File: config.mk
export PLATFORM = sky130hd
export DESIGN_NAME = cpu_step_sequencer
export DESIGN_NICKNAME = d
export VERILOG_FILES = /design/src/rtl/cpu_step_sequencer.sv
export SDC_FILE = /design/constraint.sdc
export NUM_CORES = 1
export LEC_CHECK = 0
export ABC_AREA = 0
export CORE_UTILIZATION = 44
export CTS_CLUSTER_DIAMETER = 40
export DETAILED_ROUTE_END_ITERATION = 12
export GPL_TIMING_DRIVEN = 0
export PLACE_DENSITY = 0.87
export SYNTH_ARGS = -nofsm -noshare
export SYNTH_HDL_FRONTEND = slang
export SYNTH_SLANG_ARGS = --single-unit
export TNS_END_PERCENT = 5
File: constraint.sdc
create_clock -name clk -period 4.05 [get_ports clk]
set_input_delay 0.81 -clock clk [delete_from_list [all_inputs] [get_ports clk]]
set_output_delay 0.81 -clock clk [all_outputs]
set_load 0.01 [all_outputs]
File: src/rtl/cpu_step_sequencer.sv
// Multi-cycle FETCH/DECODE/MEM/WB sequencer: owns pc and ir, handshakes with
// instruction and data memory, and strobes the register-file write in WB.
module cpu_step_sequencer #(
  parameter int PC_W      = 8,
  parameter int HALT_ADDR = 200,
  parameter int INSTR_W   = 16
) (
  input  logic               clk,
  input  logic               rst_n,
  input  logic               run,
  output logic               imem_req,
  input  logic               imem_ack,
  input  logic [INSTR_W-1:0] imem_rdata,
  output logic [PC_W-1:0]    pc,
  output logic [INSTR_W-1:0] ir,
  output logic               ir_load,
  input  logic               reg_write_flag,
  input  logic               mem_read_flag,
  input  logic               mem_write_flag,
  input  logic [2:0]         branch_dest,
  input  logic               branch_taken,
  input  logic [PC_W-1:0]    branch_target,
  output logic               dmem_req,
  output logic               dmem_we,
  input  logic               dmem_ack,
  output logic               reg_we,
  output logic               busy,
  output logic               halted
);

  typedef enum logic [2:0] {
    ST_IDLE   = 3'd0,
    ST_FETCH  = 3'd1,
    ST_DECODE = 3'd2,
    ST_MEM    = 3'd3,
    ST_WB     = 3'd4,
    ST_HALT   = 3'd5
  } state_t;

  localparam logic [2:0]      BR_HALT = 3'd6;
  localparam logic [PC_W-1:0] HALT_PC = PC_W'(HALT_ADDR);
  localparam logic [PC_W-1:0] PC_ONE  = {{(PC_W-1){1'b0}}, 1'b1};

  state_t               state_r;
  state_t               next_state_s;
  logic [PC_W-1:0]      pc_r;
  logic [PC_W-1:0]      next_pc_s;
  logic [PC_W-1:0]      pc_inc_s;
  logic [INSTR_W-1:0]   ir_r;
  logic                 ir_load_r;
  logic                 reg_we_r;
  logic                 dmem_we_r;
  logic                 fetch_done_s;
  logic                 mem_access_s;
  logic                 enter_wb_s;

  assign fetch_done_s = (state_r == ST_FETCH) && imem_ack;
  assign mem_access_s = mem_read_flag || mem_write_flag;
  // WB is entered either straight from DECODE or on the closing MEM ack.
  assign enter_wb_s   = ((state_r == ST_DECODE) && !mem_access_s) ||
                        ((state_r == ST_MEM) && dmem_ack);
  assign pc_inc_s     = pc_r + PC_ONE;

  // State register.
  always_ff @(posedge clk or negedge rst_n) begin
    if (!rst_n) begin
      state_r <= ST_IDLE;
    end else begin
      state_r <= next_state_s;
    end
  end

  // Next-state decode.
  always_comb begin
    next_state_s = state_r;
    case (state_r)
      ST_IDLE: begin
        if (run) begin
          next_state_s = ST_FETCH;
        end else begin
          next_state_s = ST_IDLE;
        end
      end
      ST_FETCH: begin
        if (imem_ack) begin
          next_state_s = ST_DECODE;
        end else begin
          next_state_s = ST_FETCH;
        end
      end
      ST_DECODE: begin
        if (mem_access_s) begin
          next_state_s = ST_MEM;
        end else begin
          next_state_s = ST_WB;
        end
      end
      ST_MEM: begin
        if (dmem_ack) begin
          next_state_s = ST_WB;
        end else begin
          next_state_s = ST_MEM;
        end
      end
      ST_WB: begin
        if (branch_dest == BR_HALT) begin
          next_state_s = ST_HALT;
        end else if (run) begin
          next_state_s = ST_FETCH;
        end else begin
          next_state_s = ST_IDLE;
        end
      end
      ST_HALT: begin
        next_state_s = ST_HALT;
      end
      default: begin
        next_state_s = ST_IDLE;
      end
    endcase
  end

  // PC update, evaluated only in WB; reserved code 7 behaves as sequential.
  always_comb begin
    next_pc_s = pc_r;
    if (state_r == ST_WB) begin
      case (branch_dest)
        3'd0: begin
          next_pc_s = pc_inc_s;
        end
        3'd1, 3'd2, 3'd3, 3'd4, 3'd5: begin
          if (branch_taken) begin
            next_pc_s = branch_target;
          end else begin
            next_pc_s = pc_inc_s;
          end
        end
        3'd6: begin
          next_pc_s = HALT_PC;
        end
        default: begin
          next_pc_s = pc_inc_s;
        end
      endcase
    end else begin
      next_pc_s = pc_r;
    end
  end

  // Program counter and instruction register.
  always_ff @(posedge clk or negedge rst_n) begin
    if (!rst_n) begin
      pc_r <= {PC_W{1'b0}};
      ir_r <= {INSTR_W{1'b0}};
    end else begin
      pc_r <= next_pc_s;
      if (fetch_done_s) begin
        ir_r <= imem_rdata;
      end else begin
        ir_r <= ir_r;
      end
    end
  end

  // Registered strobes: ir_load aligns with the new ir, reg_we with WB.
  // dmem_we is captured in DECODE because the flags are stable from then on.
  always_ff @(posedge clk or negedge rst_n) begin
    if (!rst_n) begin
      ir_load_r <= 1'b0;
      reg_we_r  <= 1'b0;
      dmem_we_r <= 1'b0;
    end else begin
      ir_load_r <= fetch_done_s;
      reg_we_r  <= enter_wb_s && reg_write_flag;
      if (state_r == ST_DECODE) begin
        dmem_we_r <= mem_write_flag && !mem_read_flag;
      end else if ((state_r == ST_MEM) && !dmem_ack) begin
        dmem_we_r <= dmem_we_r;
      end else begin
        dmem_we_r <= 1'b0;
      end
    end
  end

  assign pc       = pc_r;
  assign ir       = ir_r;
  assign ir_load  = ir_load_r;
  assign reg_we   = reg_we_r;
  assign dmem_we  = dmem_we_r;
  assign imem_req = (state_r == ST_FETCH);
  assign dmem_req = (state_r == ST_MEM);
  assign busy     = (state_r != ST_IDLE) && (state_r != ST_HALT);
  assign halted   = (state_r == ST_HALT);

endmodule

==> flow_summary.yaml <==
critical_path:
  cp.required_ps: 3240
  cp_max_fo: 9
  path_cells: "buf_4 -> nand2b_1 -> nor2_1 -> clkdlybuf4s50_1"
  worstSetupPathType: "reg2out"
  slowest_stage: "clkdlybuf4s50_1"
  cp.arrival_ps: 1800
  crit_path_start: "state_r[2]"
  r2r_start: "state_r[0]"
  endpoint_kind: "output port"
  cpPeakStageDelay_ps: 560
  worstSetupStartpointType: "flip-flop"
global_route:
  busiest_layer: "met2"
  grt_pass1_vias: 1273
  met1_usage_pct: 26.23
  grt_max_degree: 31
  gr-total-overflow: 0
  grt_use_met2_pct: 37.40
  grt_use_met3_pct: 5.240
  grt_pass1_wl_um: 5644
  grt_antenna_before_repair: 0
  track_usage_pct: 21.91
logic_synthesis:
  synth.net_count: 168
  synth_cell_types: 37
  synth_cells: 131
  syn_area_per_cell_um2: 11.14
  yosysWarnings: 0
  synthArstFlopShare_pct: 100.0
  synth-edff-count: 0
  yosysSeqAreaShare_pct: 51.46
  syn_area_um2: 1459
  synth_seq_cells: 30
  synth_ff_type: "dfrtp_1"
power:
  leakage_nw: 0.8874
  power-per-cell-area_nw_per_um2: 632.4
  finalPower_mw: 1.392
  peakVddDrop_mv: 0.3705
clock_network:
  ctsResizeCount: 0
  post_cts_buffers: 0
  cts_tree: "done"
  clock_path_buffers: 2
  htreeDepth: 2
  cts.sinks: 30
  clkLatencyLatePin_ps: 320
  clk_pin_slew_ps: 90
  numCtsBuffers: 5
  postCtsHoldBufs: 0
  root_buffer: "clkbuf_4"
routing:
  drc: 0
  ant_nets: 0
  wl_per_cell_um: 14.79
  routed_wl_um: 3624
  drt_iter0_drc: 31
  dr.pass1.iters: 4
  vias: 1354
  vias_per_cell: 5.527
timing:
  setup_ws_ps: 1441
  setup_viol: 0
  report.final.slew_viol_count: 0
  finalCritPeriodShare_pct: 64.42
  clock-skew-final_ps: 12.55
  hold_viol_final: 0
  period_minus_slack_ps: 2609
  tightest_slew_ps: 643.9
  rsz0062_at_grt: "no"
  slew_headroom_pct: 57.08
  finalSetupTns_ps: 0
  fmax_ghz: 0.3833
place:
  placed_cells: 239
  dp_slack_ps: 1630
  dp_hpwl_um: 2839
  port_buffers: 64
  gp_congestion: 0.9056
floorplan:
  chipHeight_um: 59.58
  coreArea_um2: 3103
  die_area_um2: 3550
  rows: 20
  io_pins: 67
  die_x_um: 59.58
  initial_core_util_pct: 47.02
cells_and_area:
  fillers: 247
  drive_gt1_share_pct: 15.42
  syn_to_final_growth_pct: 50.86
  nNetsFinal: 239
  diodes: 0
  fin_cells: 245
  fin_util_pct: 70.93
outcome:
  status: "finished clean"
flow_run:
  max_cap_violations: 0
worst_hold_path:
  hold_path_class: "in2async"
-- logic make-up (layout without fill, tap and decap cells) --
group	after synthesis	in the layout	synth area share, %
multiplexers	16	16	12.35
buffers and inverters	11	81	3.859
AND/OR/NAND/NOR	39	39	15.09
XOR/XNOR	1	1	0.6005
adder cells (fa/ha/maj)	1	1	0.8575
flip-flops	30	30	51.46
AO/OA/AOI/OAI	33	33	15.78
-- Yosys cell counts (all sizes together) (2+ instances only) --
master,count,area (um^2)
nand2b,2,12.51
buf,4,30.03
mux2,16,180.2
a221o,5,51.30
a21oi,9,45.04
or4,3,22.52
clkbuf,3,11.26
and2,2,12.51
nor2,3,11.26
a31oi,3,18.77
nor3,6,30.03
inv,4,15.01
o21ai,5,25.02
a211o,2,17.52
nand2,8,30.03
or3,2,12.51
nand3,4,20.02
nor3b,3,22.52
dfrtp,30,750.7
-- metal layers --
layer  routed length, um  part of all wire [%]
met5                   0                     0
met1                1442                    40
met4                  61                   1.7
met3                 197                   5.4
met2                1922                    53
-- final cells by class --
cell class              count  area (um^2)  area share (%)
multi-input cells          90        651.9           29.62
repair buffers             64        635.6           28.88
inverters                   4        15.01          0.6822
flip-flops and latches     30        750.7           34.11
well taps                  44        55.05           2.501
plain buffers               7        41.29           1.876
clock buffers               6        51.30           2.331
-- power breakdown --
part	total [mW]	leakage (nW)	switching (mW)	internal, mW
logic	0.705	0.508	0.283	0.423
clock network	0.172	0.0302	0.0936	0.0781
registers	0.515	0.349	0.0894	0.425
total	1.39	0.887	0.466	0.926
-- registers in the layout, summed over array words and instances (netlist names) --
signal   flops
dmem_we      1
ir          16
ir_load      1
pc           8
reg_we       1
state_r      3
-- worst paths after layout --
kind / cells after the start / endpoint / slack, ps
setup / recovery: 4 / dmem_req / 1440
hold / removal: 1 / dmem_we / 500
setup reg to reg: 7 / ir[1] / 2180
hold reg to reg: 1 / ir[2] / 510
max in group asynchronous: 1 / pc[4] / 3120
min in group clk: 1 / ir[2] / 510
-- per-stage QoR --
step	area, um^2	hold slack (ps)
detailed placement	2155	497.4
floorplan	1459	514.4
CTS	2206	515.6
global route	2201	526.1
finish	2201	504.7
global placement	2155	490.0
-- placed cells by master (no fill, tap or decap), types with 2 or more instances in the layout --
cell type	Yosys	final
a211o_1	2	2
a21oi_1	9	9
a221o_1	4	4
a31oi_1	3	3
and2_1	2	2
buf_4	4	4
clkbuf_1	3	3
clkbuf_4	0	5
clkdlybuf4s50_1	0	63
dfrtp_1	30	30
inv_1	4	4
mux2_2	16	16
nand2_1	8	8
nand2b_1	2	2
nand3_1	4	4
nor2_1	3	3
nor3_1	6	6
nor3b_1	3	3
o21ai_0	5	5
or3_1	2	2
or4_1	3	3
-- critical path: cells and delay by family (launching register included) --
family	cells	cell delay, ps
AND/OR/NAND/NOR	2	390
buffers and inverters	2	720
flip-flops	1	370
Power figures use the tool's default switching activity.
